===== src/rtl/bin_to_bcd_seq.sv =====
// Sequential shift-and-add-3 binary-to-BCD converter, one input bit per clock.
// Recovers HHMMSS decimal digits from the packed binary time value.
module bin_to_bcd_seq #(
    parameter int IN_WIDTH  = 24,
    parameter int DIGITS    = 8,
    parameter int CNT_WIDTH = $clog2(IN_WIDTH + 1)
) (
    input  logic                  clk,
    input  logic                  rst,
    input  logic                  start,
    input  logic [IN_WIDTH-1:0]   bin_in,
    output logic                  busy,
    output logic                  done,
    output logic [4*DIGITS-1:0]   bcd_out
);

    generate
        if ((64'd10 ** DIGITS) <= (64'd1 << IN_WIDTH)) begin : g_digits_check
            $error("bin_to_bcd_seq: DIGITS too small for IN_WIDTH");
        end
    endgenerate

    typedef enum logic [1:0] {IDLE, SHIFT, DONE} state_t;

    state_t                      state;
    logic [IN_WIDTH-1:0]         shreg;
    logic [4*DIGITS-1:0]         scratch;
    logic [CNT_WIDTH-1:0]        cnt;
    logic [4*DIGITS-1:0]         adj;
    logic [4*DIGITS+IN_WIDTH-1:0] shifted;
    logic [4*DIGITS-1:0]         nxt_scratch;
    logic [IN_WIDTH-1:0]         nxt_shreg;

    // Each digit is corrected independently; no carry crosses digit boundaries.
    generate
        for (genvar k = 0; k < DIGITS; k++) begin : g_adj
            assign adj[4*k +: 4] = (scratch[4*k +: 4] >= 4'd5) ? scratch[4*k +: 4] + 4'd3
                                                              : scratch[4*k +: 4];
        end
    endgenerate

    assign shifted     = {adj, shreg} << 1;
    assign nxt_scratch = shifted[4*DIGITS+IN_WIDTH-1:IN_WIDTH];
    assign nxt_shreg   = shifted[IN_WIDTH-1:0];

    always_ff @(posedge clk) begin
        if (rst) begin
            state   <= IDLE;
            busy    <= 1'b0;
            done    <= 1'b0;
            bcd_out <= '0;
            shreg   <= '0;
            scratch <= '0;
            cnt     <= '0;
        end else begin
            done <= 1'b0;
            case (state)
                IDLE: begin
                    if (start) begin
                        shreg   <= bin_in;
                        scratch <= '0;
                        cnt     <= '0;
                        busy    <= 1'b1;
                        state   <= SHIFT;
                    end
                end
                SHIFT: begin
                    scratch <= nxt_scratch;
                    shreg   <= nxt_shreg;
                    cnt     <= cnt + CNT_WIDTH'(1);
                    // Last shift: publish the result so done and bcd_out rise together.
                    if (cnt == CNT_WIDTH'(IN_WIDTH - 1)) begin
                        bcd_out <= nxt_scratch;
                        done    <= 1'b1;
                        state   <= DONE;
                    end
                end
                DONE: begin
                    busy  <= 1'b0;
                    state <= IDLE;
                end
                default: begin
                    busy  <= 1'b0;
                    state <= IDLE;
                end
            endcase
        end
    end

endmodule

===== config.mk =====
export PLATFORM = sky130hd
export DESIGN_NAME = bin_to_bcd_seq
export DESIGN_NICKNAME = d
export VERILOG_FILES = /design/src/rtl/bin_to_bcd_seq.sv
export SDC_FILE = /design/constraint.sdc
export NUM_CORES = 1
export LEC_CHECK = 0
export ABC_AREA = 1
export CORE_MARGIN = 1.5
export CORE_UTILIZATION = 59
export DETAILED_ROUTE_END_ITERATION = 16
export PLACE_DENSITY_LB_ADDON = 0.05
export SLEW_MARGIN = 20
export SYNTH_ARGS = -nofsm -noshare
export SYNTH_HDL_FRONTEND = slang
export SYNTH_SLANG_ARGS = --single-unit

===== constraint.sdc =====
create_clock -name clk -period 2.4 [get_ports clk]
set_clock_uncertainty 0.15 [all_clocks]
set_input_delay 0.24 -clock clk [delete_from_list [all_inputs] [get_ports clk]]
set_output_delay 0.24 -clock clk [all_outputs]
set_load 0.02 [all_outputs]

; Yosys cells after proc, flatten, opt, wreduce, memory -nomap -nowiden
; Cells that the tools add are included.
[classes]
reduce_logical = 7
magnitude_cmp = 8
muxes = 20
eq_ne = 4
n_addsub = 9
n_bitwise = 1
[op_table]
columns = op, count
row1 = one-hot mux 32 bit (2 select lines), 1
row2 = one-hot mux 24 bit (2 select lines), 1
row3 = ">= comparator 4 x 3 -> 1 bit, second input constant", 8
row4 = two-way mux 32 bit, 1
row5 = "adder 4 x 2 -> 4 bit, second input constant", 7
row6 = two-way mux 4 bit, 7
row7 = two-way mux 24 bit, 1
row8 = one-hot mux 5 bit (2 select lines), 1
row9 = AND reduction 2 bit, 4
row10 = "adder 5 x 1 -> 5 bit, second input constant", 1
row11 = "== test 5 bit, second input constant", 1
row12 = two-way mux 5 bit, 1
row13 = two-way mux 2 bit, 2
row14 = "inequality test 2 bit, second input constant", 2
row15 = one-hot mux 2 bit (2 select lines), 1
row16 = "adder 3 x 2 -> 3 bit, second input constant", 1
row17 = two-way mux 3 bit, 1
row18 = "== test 2 x 1 -> 1 bit, second input constant", 1
row19 = logical NOT 2 bit, 1
row20 = two-way mux 1 bit, 2
row21 = one-hot mux 1 bit (2 select lines), 1
row22 = nonzero test 2 bit, 1
row23 = OR reduction 2 bit, 1
row24 = NOT 1 bit, 1
[totals]
inputBits = 27
regBits = 97
out_inout_bits = 34
elab_cells = 56

; Logic depth before layout (Yosys ltp)
[logic_depth]
word_depth = 3
ltp_mapped = 9
mapped_depth_nobuf = 9

; Worst setup path after synthesis
; OpenSTA, ideal clock, no wires.
[synth_path]
kind = register to register
startpoint = reg cnt[0]
endpoint = reg bcd_out[20]
synth_period_minus_slack_ns = 1.447
n_path_buf = 1
setup_time_ns = 0.064
arrival_ns = 1.233
path_slack_ns = 0.953
t_required_ns = 2.186
stages_incl_launch_ff = 9
cell_sequence = dfxtp_1 -> ha_1 -> nand2_1 -> inv_2 -> nand3_1 -> nor2_2 -> buf_2 -> o21ai_0 -> nor2_1
[synth_between]
elab_chain_len = 2
[synth_rtl]
columns = element, line
row1 = "start, declared", 28  ; logic [CNT_WIDTH-1:0] cnt;
row2 = "start signal, assigned", 70  ; cnt <= cnt + CNT_WIDTH'(1);
row3 = == test 5 bit, 72  ; if (cnt == CNT_WIDTH'(IN_WIDTH - 1)) begin
row4 = AND reduction 2 bit (no source line), -
row5 = "end signal, assigned", 73  ; bcd_out <= nxt_scratch;
row6 = "end, declared", 14  ; output logic [4*DIGITS-1:0] bcd_out
; Every way passes these cells.
; A chain may end at the register's enable or synchronous reset.

; Worst setup path in the final report
[layout_path]
startpoint = reg state[1]
endpoint = reg scratch[19]
[layout_between]
elab_chain_len = 3
elab_cells_between_ends = 6
classes_between = eq/ne: 2 / mux: 1 / reduce/logical: 3
[layout_rtl]
columns = element, line
row1 = "start, declared", 25  ; state_t state;
row2 = "start signal, assigned", 48  ; state <= IDLE;
row3 = "start signal, assigned", 64  ; state <= SHIFT;
row4 = "start signal, assigned", 75  ; state <= DONE;
row5 = == test 2 x 1 -> 1 bit or logical NOT 2 bit (tied branches), 57  ; case (state)
row6 = nonzero test 2 bit (no source line) or inequality test 2 bit (tied branches), -
row7 = AND reduction 2 bit (no source line), -
row8 = "end signal, assigned", 68  ; scratch <= nxt_scratch;
row9 = "end, declared", 27  ; logic [4*DIGITS-1:0] scratch;
; Several ways; a longest one is shown, not always the timed one.

==> flow_summary.toml <==
[yosys]
syn_area_sq_mm = 0.00461
synth_most_common_cell = "nand2_1"
synth_cells = 662
yosysWarnings = 0
synthTopCellsByCount = "nand2_1 (241), dfxtp_1 (97), a21oi_1 (84)"
ys_seq_elements = 97
ys_types = 24
synth_top_cell_area_share = 0.422
synth-seq-area-share = 0.422
syn_avg_cell_area_sq_um = 6.96
async_reset_ff_frac = 0
synth_top_cell_by_area = "dfxtp_1"
synth_flop_cell = "dfxtp_1"
synth-edff-count = 0
syn_nets = 706
synth_area_leaders = "dfxtp_1 (42%), nand2_1 (20%), a21oi_1 (9.1%)"

[cts]
path_clk_slew_ns = 0.10
clockBufferDepth = 2
hold_buffers = 0
worst_skew_pair.late_latency_ns = 0.35
post-cts-setup-buffer-count = 0
numCtsBuffers = 9
cts_root_buf = "clkbuf_8"
cts_htree_levels = 3
tritoncts = "built"
cts_sinks = 97
cts_resized = 0

[cells_and_area]
multi_input_area_sq_mm = 0.00231
drive_gt1_frac = 0.0449
final_net_count = 752
design_area_sq_mm = 0.00542
antenna_cells = 0
seqCellArea_sq_mm = 0.00194
fillers = 663
instances_no_fill = 815
syn_to_final_growth_pct = 17.7

[floorplanning]
num_rows = 32
core_area_sq_mm = 0.00765
io_pins = 61
start_util = 0.602
die_x_um = 91.4
dieArea_sq_mm = 0.00834
dieHeight_um = 91.4

[pwr]
ir_worst_vdd_uv = 338
leakage_nw = 2.29
pwr_density_cell_mw_per_mm2 = 558

[worst_hold_path]
hold_class = "in -> reg"

[drt]
routed_via_density = 5.37
dr.pass1.iters = 4
initialDrtViolationCount = 209
vias = 4373
ant_nets = 0
route.detailed.drc = 0
wl_um = 10000
wl_per_cell_um = 12.3

[worst_setup_path]
startpoint_type = "flip-flop"
worstPathArrival_ns = 2.01
cp_max_fo = 54
cp_data_required_time_ns = 2.53
crit_type = "reg -> reg"
cp-end-kind = "flip-flop"

[grt]
grt_max_degree = 61
grt_pass1_wl_um = 17100
grt_pass1_vias = 3967
antenna_found_initial = 0
gr-total-overflow = 0
grt_usage = 0.249

[placed_design]
gp_congestion = 0.868
place_worst_setup_slack_ns = 0.539
dpl.hpwl_um = 6520
placed_area_sq_mm = 0.00522
portBuffers = 60
dp_cells = 799

[timing]
finalHoldViolations = 0
maxSlewHeadroom = 0.573
finalWorstSetupSlack_ns = 0.527
setup_viol = 0
maxSlewViolCount = 0
tns_ns = 0
period_share = 0.780
fmax_ghz = 0.534
whs_ns = 0.195
rsz0062_at_grt = "false"
final.min_clock_period_ns = 1.87
worst_slew_pin_slew_ns = 0.640

[run]
max_cap_violations = 0

[status]
outcome = "completed"
path summary, 6_finish.rpt:
path                            startpoint     endpoint  slack [ns]  cells after the start
worst min register to register   shreg[21]    shreg[21]        0.32                      2
worst max register to register    state[1]  scratch[19]        0.53                      7
worst min-delay path                   rst  bcd_out[15]        0.19                      4
worst max-delay path              state[1]  scratch[19]        0.53                      7
per-layer routing:
layer | routed length (um) | track usage | vias to the layer above
met5 | 0 | 0 | -
met4 | 121 | 0.0990 | 0
met3 | 553 | 0.0369 | 8
met2 | 4940 | 0.443 | 129
met1 | 4380 | 0.298 | 1991
li1 | - | - | 2245
sequential cells by signal (all words and copies together), names as in the netlist:
name     flops
bcd_out     32
scratch     32
shreg       24
cnt          5
state        2
busy         1
done         1
placed cells by master, fill, tap and decap left out, drive strengths merged:
cell	Yosys	routed
clkinv	1	4
nor2	29	29
nor3	1	1
nand4	17	17
bufinv	0	1
clkdlybuf4s50	0	59
clkinvlp	0	2
ha	17	17
nand3	53	53
nand2	242	242
inv	44	44
clkbuf	11	10
o21bai	1	1
a21oi	84	84
mux2i	3	3
dfxtp	97	97
o21ai	42	42
buf	20	7
layout make-up:
type,count,area share
multi-input cells,489,0.426
flip-flops and latches,97,0.358
repair buffers,66,0.123
inverters,45,0.0316
clock buffers,10,0.0254
well taps,102,0.0235
clock inverters,6,0.0125
kinds of logic (layout without fill, tap and decap cells):
group,after synthesis,in the layout,synth area share
DFF,97,97,0.422
muxes,3,3,0.00652
and+or+nand+nor,342,342,0.310
adders and majority gates,17,17,0.0462
buffers and inverters,76,127,0.0772
AOI/OAI and AO/OA,127,127,0.139
critical path: stages, from the launching register on:
cell     delay (ns)
dfxtp_1        0.41
inv_2          0.06
nand2_4        0.23
inv_4          0.21
nor2_8         0.21
buf_12         0.27
nand2_1        0.10
a21oi_1        0.15
through the flow:
| step | total power, mW | util |
|---|---|---|
| after CTS | 3.04 | 0.709 |
| final | 3.03 | 0.709 |
| after floorplan | 1.90 | - |
| after global routing | 3.15 | 0.709 |
| after detailed placement | 1.98 | 0.682 |
| after global placement | 1.97 | 0.682 |
power breakdown:
group          leakage (nW)  internal [mW]  switching (mW)  total, mW
Clock                0.0985          0.512           0.571       1.08
Combinational          1.40          0.105           0.170      0.275
Sequential            0.786           1.65          0.0221       1.67
Total                  2.29           2.26           0.763       3.03
Power figures use the tool's default switching activity.
